`config.mk`:
```
export PLATFORM = sky130hd
export DESIGN_NAME = dequantization_flat
export DESIGN_NICKNAME = d
export VERILOG_FILES = /design/src/rtl/dequantization_if.sv /design/src/rtl/dequantization.sv /design/src/flat_wrapper.sv
export SDC_FILE = /design/constraint.sdc
export NUM_CORES = 1
export LEC_CHECK = 0
export ABC_AREA = 0
export CAP_MARGIN = 20
export CORE_MARGIN = 5
export CORE_UTILIZATION = 25
export CTS_BUF_LIST = sky130_fd_sc_hd__clkbuf_8 sky130_fd_sc_hd__clkbuf_16
export CTS_CLUSTER_DIAMETER = 50
export DETAILED_ROUTE_END_ITERATION = 10
export PLACE_DENSITY = 0.38
export SYNTH_ARGS = -nofsm -noshare
export SYNTH_HDL_FRONTEND = slang
export SYNTH_SLANG_ARGS = --single-unit
```
`constraint.sdc`:
```
create_clock -name clk -period 13.6 [get_ports clk]
set_input_delay 4.08 -clock clk [delete_from_list [all_inputs] [get_ports clk]]
set_output_delay 4.08 -clock clk [all_outputs]
set_load 0.1 [all_outputs]
```
`src/rtl/dequantization_if.sv`:
```
// Strobe-handshake bundle between the integer compute array output and the
// dequantizer: quantized value, bitwidth and scale in; bfloat16 result out.
interface dequantization_if #(
  parameter int MAX_BITWIDTH_QUANTIZED_DATA = 16
);
  localparam int BW_W = $clog2(MAX_BITWIDTH_QUANTIZED_DATA) + 1;

  logic                                   values_rdy;
  logic [BW_W-1:0]                        bitwidth;
  logic [MAX_BITWIDTH_QUANTIZED_DATA-1:0] qvalue;
  logic [15:0]                            scale_fp;
  logic                                   result_rdy;
  logic [15:0]                            result;

  modport master (
    output values_rdy, bitwidth, qvalue, scale_fp,
    input  result_rdy, result
  );

  modport slave (
    input  values_rdy, bitwidth, qvalue, scale_fp,
    output result_rdy, result
  );
endinterface

```
`src/rtl/dequantization.sv`:
```
// Dequantizer: signed integer of runtime bitwidth times a bfloat16 scale,
// producing bfloat16. Three register stages: int->bf16, multiply, round/pack.
// The integer is rounded to bf16 first, and the product is rounded again.
module dequantization #(
  parameter int MAX_BITWIDTH_QUANTIZED_DATA = 16
) (
  input  logic             clk,
  input  logic             rstn,
  dequantization_if.slave  bus
);
  localparam int MAXW = MAX_BITWIDTH_QUANTIZED_DATA;
  localparam int BW_W = $clog2(MAXW) + 1;

  typedef struct packed {
    logic       sign;
    logic       zero;
    logic [7:0] exp;
    logic [7:0] mant;   // includes the hidden one at bit 7
  } conv_t;

  // Sign-extend the active bits, then convert to bf16 with round-to-nearest-even.
  function automatic conv_t int_to_bf(input logic [MAXW-1:0] q, input logic [BW_W-1:0] bw);
    conv_t                  r;
    logic [BW_W-1:0]        eff;
    int                     sh;
    logic signed [MAXW-1:0] sx;
    logic [MAXW-1:0]        absv;
    logic [15:0]            mag;
    logic [3:0]             p;
    logic [15:0]            norm;
    logic                   rup;
    logic [8:0]             rounded;
    if ((bw == '0) || (bw > BW_W'(MAXW))) eff = BW_W'(MAXW);
    else                                  eff = bw;
    sh   = MAXW - int'(eff);
    sx   = $signed(q << sh) >>> sh;
    absv = sx[MAXW-1] ? MAXW'(-sx) : MAXW'(sx);
    mag  = 16'(absv);
    p    = 4'd0;
    for (int i = 0; i < 16; i++) begin
      p = mag[i] ? 4'(i) : p;
    end
    norm    = mag << (4'd15 - p);
    rup     = norm[7] & ((|norm[6:0]) | norm[8]);
    rounded = {1'b0, norm[15:8]} + {8'd0, rup};
    r.sign  = sx[MAXW-1];
    r.zero  = (mag == 16'd0);
    if (rounded[8]) begin
      r.mant = 8'h80;
      r.exp  = 8'd128 + {4'd0, p};
    end else begin
      r.mant = rounded[7:0];
      r.exp  = 8'd127 + {4'd0, p};
    end
    return r;
  endfunction

  // Normalize the 8x8 significand product, round to nearest-even and pack.
  function automatic logic [15:0] norm_pack(input logic sign, input logic signed [9:0] exp_raw,
                                            input logic [15:0] prod);
    logic [15:0]       norm;
    logic signed [9:0] e;
    logic              rup;
    logic [8:0]        rounded;
    logic [6:0]        frac;
    logic [15:0]       r;
    norm    = prod[15] ? prod : (prod << 1);
    e       = exp_raw + (prod[15] ? 10'sd1 : 10'sd0);
    rup     = norm[7] & ((|norm[6:0]) | norm[8]);
    rounded = {1'b0, norm[15:8]} + {8'd0, rup};
    if (rounded[8]) begin
      frac = 7'd0;
      e    = e + 10'sd1;
    end else begin
      frac = rounded[6:0];
    end
    if (e >= 10'sd255)    r = {sign, 8'hFF, 7'd0};
    else if (e <= 10'sd0) r = {sign, 15'd0};
    else                  r = {sign, e[7:0], frac};
    return r;
  endfunction

  // Stage 1 registers
  logic        s1_valid_r;
  conv_t       s1_conv_r;
  logic [15:0] s1_scale_r;

  // Stage 2 signals/registers
  logic [7:0]        s_exp_s;
  logic              s_nan_s, s_inf_s, s_zero_s, sign_s;
  logic [15:0]       prod_s;
  logic signed [9:0] exp_raw_s;
  logic              special_s;
  logic [15:0]       special_val_s;
  logic              s2_valid_r, s2_sign_r, s2_special_r;
  logic signed [9:0] s2_exp_r;
  logic [15:0]       s2_prod_r, s2_special_val_r;

  // Stage 3 signals/registers
  logic [15:0] packed_s;
  logic        result_rdy_r;
  logic [15:0] result_r;

  // Stage 1: capture strobed inputs as a bf16-converted integer plus the scale.
  always_ff @(posedge clk or negedge rstn) begin
    if (!rstn) begin
      s1_valid_r <= 1'b0;
      s1_conv_r  <= '0;
      s1_scale_r <= 16'h0000;
    end else begin
      s1_valid_r <= bus.values_rdy;
      if (bus.values_rdy) begin
        s1_conv_r  <= int_to_bf(bus.qvalue, bus.bitwidth);
        s1_scale_r <= bus.scale_fp;
      end else begin
        s1_conv_r  <= s1_conv_r;
        s1_scale_r <= s1_scale_r;
      end
    end
  end

  assign s_exp_s   = s1_scale_r[14:7];
  assign s_zero_s  = (s_exp_s == 8'd0);
  assign s_nan_s   = (s_exp_s == 8'hFF) && (s1_scale_r[6:0] != 7'd0);
  assign s_inf_s   = (s_exp_s == 8'hFF) && (s1_scale_r[6:0] == 7'd0);
  assign sign_s    = s1_conv_r.sign ^ s1_scale_r[15];
  assign prod_s    = 16'(s1_conv_r.mant) * 16'({1'b1, s1_scale_r[6:0]});
  assign exp_raw_s = $signed({2'b00, s1_conv_r.exp}) + $signed({2'b00, s_exp_s}) - 10'sd127;

  // Special-case resolution in priority order: NaN, inf*0, inf, int zero, scale zero.
  always_comb begin
    special_s     = 1'b0;
    special_val_s = 16'h0000;
    if (s_nan_s) begin
      special_s     = 1'b1;
      special_val_s = 16'h7FC0;
    end else if (s_inf_s && s1_conv_r.zero) begin
      special_s     = 1'b1;
      special_val_s = 16'h7FC0;
    end else if (s_inf_s) begin
      special_s     = 1'b1;
      special_val_s = {sign_s, 8'hFF, 7'd0};
    end else if (s1_conv_r.zero) begin
      special_s     = 1'b1;
      special_val_s = 16'h0000;
    end else if (s_zero_s) begin
      special_s     = 1'b1;
      special_val_s = {sign_s, 15'd0};
    end else begin
      special_s     = 1'b0;
      special_val_s = 16'h0000;
    end
  end

  // Stage 2: register the raw product, exponent and any special outcome.
  always_ff @(posedge clk or negedge rstn) begin
    if (!rstn) begin
      s2_valid_r       <= 1'b0;
      s2_sign_r        <= 1'b0;
      s2_exp_r         <= 10'sd0;
      s2_prod_r        <= 16'h0000;
      s2_special_r     <= 1'b0;
      s2_special_val_r <= 16'h0000;
    end else begin
      s2_valid_r       <= s1_valid_r;
      s2_sign_r        <= sign_s;
      s2_exp_r         <= exp_raw_s;
      s2_prod_r        <= prod_s;
      s2_special_r     <= special_s;
      s2_special_val_r <= special_val_s;
    end
  end

  assign packed_s = s2_special_r ? s2_special_val_r : norm_pack(s2_sign_r, s2_exp_r, s2_prod_r);

  // Stage 3: output strobe follows the pipeline; result holds between strobes.
  always_ff @(posedge clk or negedge rstn) begin
    if (!rstn) begin
      result_rdy_r <= 1'b0;
      result_r     <= 16'h0000;
    end else begin
      result_rdy_r <= s2_valid_r;
      if (s2_valid_r) result_r <= packed_s;
      else            result_r <= result_r;
    end
  end

  assign bus.result_rdy = result_rdy_r;
  assign bus.result     = result_r;
endmodule
```
`src/flat_wrapper.sv`:
```
// flat-port wrapper written by rule: the top's interface ports become plain ports
module dequantization_flat 
#(
  parameter int MAX_BITWIDTH_QUANTIZED_DATA = 16
)
  (clk, rstn, bus_values_rdy, bus_bitwidth, bus_qvalue, bus_scale_fp, bus_result_rdy, bus_result);
  dequantization_if #(.MAX_BITWIDTH_QUANTIZED_DATA(MAX_BITWIDTH_QUANTIZED_DATA)) bus_i ();
  input  logic clk;
  input  logic rstn;
  input wire logic [$bits(bus_i.values_rdy)-1:0] bus_values_rdy;
  input wire logic [$bits(bus_i.bitwidth)-1:0] bus_bitwidth;
  input wire logic [$bits(bus_i.qvalue)-1:0] bus_qvalue;
  input wire logic [$bits(bus_i.scale_fp)-1:0] bus_scale_fp;
  output wire logic [$bits(bus_i.result_rdy)-1:0] bus_result_rdy;
  output wire logic [$bits(bus_i.result)-1:0] bus_result;
  assign bus_i.values_rdy = bus_values_rdy;
  assign bus_i.bitwidth = bus_bitwidth;
  assign bus_i.qvalue = bus_qvalue;
  assign bus_i.scale_fp = bus_scale_fp;
  assign bus_result_rdy = bus_i.result_rdy;
  assign bus_result = bus_i.result;
  dequantization #(.MAX_BITWIDTH_QUANTIZED_DATA(MAX_BITWIDTH_QUANTIZED_DATA)) u_core (.clk(clk), .rstn(rstn), .bus(bus_i));
endmodule
```
Word-level counts from Yosys, hierarchy flattened
Cells that the tools add are included.
{"block": "op_classes", "addsub": 11, "multipliers": 1, "order_cmp": 3, "eq_ne": 1, "n_shift": 3, "muxes": 36, "bitwise_logic": 5, "n_reduce_logical": 11}
{"op": "$mux W16", "n": 9}
{"op": "$mux W4", "n": 14}
{"op": "$shl A16 B32 Y16", "n": 1}
{"op": "$sshr A16 B32 Y16", "n": 1}
{"op": "$mux W15", "n": 2}
{"op": "$add A8 B1 Y9", "n": 2}
{"op": "$logic_not A16 Y1", "n": 1}
{"op": "$mul A8 B8 Y16", "n": 1}
{"op": "$neg A16 Y16", "n": 1}
{"op": "$shl A16 B4 Y16", "n": 1}
{"op": "$reduce_or A7 Y1", "n": 2}
{"op": "$add A10 B10 Y10", "n": 1}
{"op": "$add A10 B2 Y10 const B", "n": 1}
{"op": "$ge A10 B9 Y1 const B", "n": 1}
{"op": "$le A10 B1 Y1 const B", "n": 1}
{"op": "$mux W10", "n": 1}
{"op": "$mux W5", "n": 2}
{"op": "$sub A10 B8 Y10 const B", "n": 1}
{"op": "$add A8 B8 Y9", "n": 1}
{"op": "$add A7 B4 Y8 const A", "n": 1}
{"op": "$add A8 B4 Y8 const A", "n": 1}
{"op": "$eq A8 B8 Y1 const B", "n": 1}
{"op": "$logic_not A8 Y1", "n": 1}
{"op": "$logic_not A7 Y1", "n": 1}
{"op": "other kinds (12)", "n": 22}
{"block": "word_totals", "register_bits": 97, "input_bits": 40, "output_inout_bits": 17, "wordCells": 85}

Depth between registers and ports, before layout
{"block": "logic_depth", "ltp_word": 31, "mapped_depth": 37, "mapped_depth_nobuf": 32}

Worst setup path after synthesis
No wires, ideal clock.
{"block": "synth_path", "kind": "input port to flip-flop", "startpoint": "input port bus_bitwidth[0]", "endpoint": "register u_core.s1_conv_r[10] (netlist name)", "setup_ns": 0.140, "arrival_ns": 11.097, "t_required_ns": 13.460, "setup_slack_ns": 2.362, "path_stages": 32, "n_path_buf": 5, "cell_sequence": "buf_6 > nor2b_4 > buf_6 > inv_1 > buf_2 > buf_1 > ha_1 > buf_2 > nand2_1 > mux2_2 > nor3_1 > a311oi_2 > o22a_1 > o32ai_1 > o31a_1 > a21o_1 > inv_1 > ha_1 > o2111a_1 > and3_1 > a31oi_1 > mux2_2 > and2_1 > a221o_1 > a211o_2 > inv_2 > mux2_1 > a221o_1 > a221o_1 > or4_4 > o2111ai_1 > o311ai_1"}
{"block": "synth_via", "elab_chain_cells": 31, "word_cells_on_any_way": 34, "cone_classes": "add/sub: 6; order compare: 1; shift: 3; mux: 19; bitwise: 2; reduce/logical: 3"}
{"element": "start, declared", "line_no": "flat_wrapper.sv:11", "source": "input wire logic [$bits(bus_i.bitwidth)-1:0] bus_bitwidth;"}
{"element": "$gt A5 B5 Y1 / $logic_not A5 Y1 (equally long branches)", "line_no": "dequantization.sv:33", "source": "if ((bw == '0) || (bw > BW_W'(MAXW))) eff = BW_W'(MAXW);"}
{"element": "$logic_or A1 B1 Y1", "line_no": "dequantization.sv:33"}
{"element": "$mux W5 *", "line_no": "dequantization.sv:33"}
{"element": "$mux W5 *", "line_no": "dequantization.sv:112", "source": "if (bus.values_rdy) begin"}
{"element": "$sub A5 B5 Y6 *", "line_no": "dequantization.sv:35", "source": "sh = MAXW - int'(eff);"}
{"element": "$shl A16 B32 Y16", "line_no": "dequantization.sv:36", "source": "sx = $signed(q << sh) >>> sh;"}
{"element": "$sshr A16 B32 Y16 *", "line_no": "dequantization.sv:36"}
{"element": "$neg A16 Y16", "line_no": "dequantization.sv:37", "source": "absv = sx[MAXW-1] ? MAXW'(-sx) : MAXW'(sx);"}
{"element": "[... 2 more ...]"}
{"element": "$mux W4 (14 in a row)", "line_no": "dequantization.sv:41", "source": "p = mag[i] ? 4'(i) : p;"}
{"element": "$sub A4 B4 Y4", "line_no": "dequantization.sv:43", "source": "norm = mag << (4'd15 - p);"}
{"element": "$shl A16 B4 Y16", "line_no": "dequantization.sv:43"}
{"element": "$reduce_or A7 Y1", "line_no": "dequantization.sv:44", "source": "rup = norm[7] & ((|norm[6:0]) | norm[8]);"}
{"element": "$or A1 B1 Y1", "line_no": "dequantization.sv:44"}
{"element": "$and A1 B1 Y1", "line_no": "dequantization.sv:44"}
{"element": "$add A8 B1 Y9", "line_no": "dequantization.sv:45", "source": "rounded = {1'b0, norm[15:8]} + {8'd0, rup};"}
{"element": "$mux W16 *", "line_no": "dequantization.sv:48", "source": "if (rounded[8]) begin"}
{"element": "end signal, assigned", "line_no": "dequantization.sv:113", "source": "s1_conv_r <= int_to_bf(bus.qvalue, bus.bitwidth);"}
{"element": "end signal, assigned", "line_no": "dequantization.sv:116", "source": "s1_conv_r <= s1_conv_r;"}
{"element": "end, declared", "line_no": "dequantization.sv:85", "source": "conv_t s1_conv_r;"}
Mark *: on every way between the ends. The rest lies on a longest branch, timed or not. The select of a mux whose other input is x is not followed.
A chain may end at the register's enable or synchronous reset.

Worst setup path after layout
{"block": "layout_path", "startpoint": "input port bus_bitwidth[0]", "endpoint": "register u_core.s1_conv_r[6] (netlist name)"}
{"block": "layout_via", "elab_chain_cells": 31, "word_cells_on_any_way": 32, "cone_classes": "add/sub: 4; order compare: 1; shift: 3; mux: 19; bitwise: 2; reduce/logical: 3"}
{"element": "$gt A5 B5 Y1 / $logic_not A5 Y1 (equally long branches)", "line_no": "dequantization.sv:33"}
{"element": "$logic_or A1 B1 Y1", "line_no": "dequantization.sv:33"}
{"element": "$mux W5 *", "line_no": "dequantization.sv:33"}
{"element": "$mux W5 *", "line_no": "dequantization.sv:112"}
{"element": "$sub A5 B5 Y6 *", "line_no": "dequantization.sv:35"}
{"element": "$shl A16 B32 Y16", "line_no": "dequantization.sv:36"}
{"element": "$sshr A16 B32 Y16 *", "line_no": "dequantization.sv:36"}
{"element": "$neg A16 Y16", "line_no": "dequantization.sv:37"}
{"element": "[... 2 more ...]"}
{"element": "$mux W4 (14 in a row)", "line_no": "dequantization.sv:41"}
{"element": "$sub A4 B4 Y4", "line_no": "dequantization.sv:43"}
{"element": "$shl A16 B4 Y16 *", "line_no": "dequantization.sv:43"}
{"element": "$reduce_or A7 Y1", "line_no": "dequantization.sv:44"}
{"element": "$or A1 B1 Y1", "line_no": "dequantization.sv:44"}
{"element": "$and A1 B1 Y1", "line_no": "dequantization.sv:44"}
{"element": "$add A8 B1 Y9 *", "line_no": "dequantization.sv:45"}
{"element": "$mux W16 *", "line_no": "dequantization.sv:48"}
Marked as above.

==> impl_metrics.py <==
metrics = {
    "pwr": {
        "p_per_area_nw_per_um2": 249,
        "ir_drop_v": 0.000108,
        "leakage_nw": 4.60,
    },
    "synth": {
        "async_flop_share": 1.00,
        "synth_compound_area_frac": 0.236,
        "syn_nets": 1321,
        "synth_cells": 1189,
        "yosys.area_share.simple": 0.210,
        "synth_common_cells": "inv_1, nand2_1, dfrtp_1, nor2_1, a21oi_1",
        "synth.area.mux_share": 0.0826,
        "synth_top_cell_by_area": "dfrtp_1",
        "synthXorXnorAreaFrac": 0.0583,
        "yosysSeqAreaShare": 0.209,
        "synth_ff_type": "dfrtp_1",
        "synth.most_common_cell": "inv_1",
        "post_synth.cell_area_avg_um2": 8.36,
        "syn-cell-area_um2": 9940,
        "synth.area.top_cells": "dfrtp_1, fa_1, ha_1",
        "synth-seq-cells": 83,
        "yosysWarnings": 0,
        "synth_cell_type_count": 94,
        "synth_top_family_by_area": "compound AO/OA/AOI/OAI gates",
        "synth_edf_count": 0,
        "synth_top_cell_area_share": 0.209,
        "synthAdderAreaFrac": 0.144,
    },
    "route": {
        "routed_wl_mm": 31.4,
        "firstDrtPassIters": 5,
        "dr_total_vias": 9168,
        "drt-initial-drc-count": 582,
        "routedWlPerCell_um": 17.8,
        "drc": 0,
        "ant_nets": 0,
        "via_per_inst": 5.20,
    },
    "die": {
        "floorplan.die.width_um": 209,
        "start_util": 0.251,
        "die_h_um": 209,
        "num_rows": 73,
        "core-area_um2": 39500,
        "fp.dieArea_um2": 43800,
        "io_pins": 57,
    },
    "clock_tree": {
        "htree_levels": 3,
        "clk_pin_slew_ps": 70,
        "cts_root_buf": "clkbuf_16",
        "cts.sinks": 83,
        "cts_resized": 0,
        "clock_latency_ps": 340,
        "post_cts_buffers": 0,
        "cts_hold_buf": 0,
        "clockBufferDepth": 2,
        "cts_tree": "done",
        "cts_made_buffers": 9,
    },
    "sta": {
        "finalClockSkew_ps": 6.20,
        "finalMaxSlewViolations": 0,
        "rsz0062_at_grt": "no",
        "holdWs_ps": 355,
        "fmax_mhz": 78.2,
        "fin_setup_tns_ps": 0,
        "tightest_slew_ps": 979,
        "fin_crit_ps": 12780,
        "period_share": 0.940,
        "maxSlewHeadroom": 0.345,
        "hold_viol_final": 0,
        "setup_violations": 0,
    },
    "setup_path": {
        "rr_startpoint": "u_core.s1_scale_r[4]",
        "ff2ff_setup_slack_ps": 8900,
        "startpoint_type": "input pin",
        "worstPathArrival_ps": 13060,
        "critPathMaxStageDelay_ps": 710,
        "r2r_end": "u_core.s2_prod_r[15]",
        "cp-end-kind": "flip-flop",
        "worstPathRequired_ps": 13880,
        "r2r_cells": 20,
        "slowest_stage": "mux2i_1",
        "cpMostUsedCell": "ha_1",
        "crit_fanout": 13,
        "crit_family": "compound AO/OA/AOI/OAI gates",
        "path_buf_inv": 1,
        "critPathKind": "in2reg",
    },
    "placed_design": {
        "dp_hpwl_mm": 24.9,
        "routabilityCongestion": 0.899,
        "dp.cells": 1746,
        "io_buffers": 56,
    },
    "worst_hold_path": {
        "hold_class": "reg2reg",
        "hold_end": "u_core.s2_valid_r",
        "whs_path_depth": 0,
        "hold_start": "u_core.s1_valid_r",
    },
    "global_routing": {
        "first_global_vias": 9146,
        "grt_pass1_wl_mm": 51.0,
        "antenna_found_initial": 2,
        "grtUsageTotal": 0.141,
        "grt-ovfl-total": 0,
        "grt_max_degree": 52,
    },
    "run_status": {
        "status": "complete, no violations",
    },
    "finish": {
        "fill_cells": 4263,
        "final_cells": 1762,
        "antennaDiodeCount": 0,
        "layout-drive-gt1-share": 0.0986,
        "syn_to_final_growth_pct": 14.7,
        "nets": 1364,
    },
    "job": {
        "drv_cap": 0,
    },
}
## cell type report
class / instances / area, um2 / area share
multi-input cells: 961 / 7270 / 0.638
clock inverters: 6 / 47.5 / 0.00417
flip-flops and latches: 83 / 2080 / 0.182
clock buffers: 10 / 239 / 0.0210
repair buffers: 83 / 756 / 0.0663
well taps: 525 / 657 / 0.0576
inverters: 94 / 353 / 0.0310
## sequential cells by signal (all words and copies together), names as in the netlist
signal / flops
u_core.s2_special_val_r: 3
u_core.s2_special_r: 1
u_core.s2_prod_r: 16
u_core.s2_sign_r: 1
u_core.s2_exp_r: 10
u_core.bus.result_rdy: 1
u_core.s2_valid_r: 1
u_core.s1_scale_r: 16
u_core.s1_conv_r: 17
u_core.bus.result: 16
u_core.s1_valid_r: 1
## logic make-up after synthesis
kind of cell,Yosys count
AO/OA/AOI/OAI,327
flip-flops,83
XOR/XNOR,64
buffers and inverters,145
AND/OR/NAND/NOR,407
adder cells (fa/ha/maj),92
multiplexers,71
## power by group
part           switching, mW  internal, mW  leakage (nW)  total, mW
registers              0.102         0.360          1.00      0.462
logic                   1.28         0.867          3.47       2.14
clock network          0.106         0.130         0.128      0.236
## cells in the final DEF (no fill, tap or decap), types with 28 or more instances in the layout
cell type,n
mux2_2,34
fa_1,37
clkdlybuf4s50_1,54
inv_1,91
dfrtp_1,83
nor2_1,83
o21ai_0,39
and2_1,53
buf_4,28
nor3_1,44
nand3_1,49
ha_1,55
xor2_1,30
nand2_1,86
mux2i_1,31
a21oi_1,61
xnor2_1,33
## worst max path at each step
stage / from / endpoint / slack [ps] / depth (start not counted)
2_1_floorplan: bus_bitwidth[0] / u_core.s1_conv_r[10] / 2360 / 32
3_3_place_gp: bus_bitwidth[0] / u_core.s1_conv_r[6] / 550 / 25
3_5_place_dp: bus_bitwidth[0] / u_core.s1_conv_r[6] / 550 / 31
4_1_cts: bus_bitwidth[0] / u_core.s1_conv_r[6] / 890 / 31
5_1_grt: bus_bitwidth[0] / u_core.s1_conv_r[6] / 160 / 32
6_report: bus_bitwidth[0] / u_core.s1_conv_r[6] / 820 / 26
## layer usage
metal / share of wire / up-vias / global-route usage
li1: - / 4482 / -
met1: 0.46 / 4428 / 0.189
met2: 0.48 / 216 / 0.241
met3: 0.047 / 38 / 0.0202
met4: 0.012 / 4 / 0.0295
met5: 0.00067 / - / 0
## through the flow
stage	total power [mW]	cell area [um2]	setup WS, ps	util
2_1_floorplan	2.14	9940	2360	-
3_3_place_gp	2.65	11100	550	0.281
3_5_place_dp	2.62	11100	548	0.281
4_1_cts	2.89	11400	892	0.288
5_1_grt	3.17	11400	158	0.288
6_report	2.84	11400	820	0.288
(Power assumes the default switching activity.)
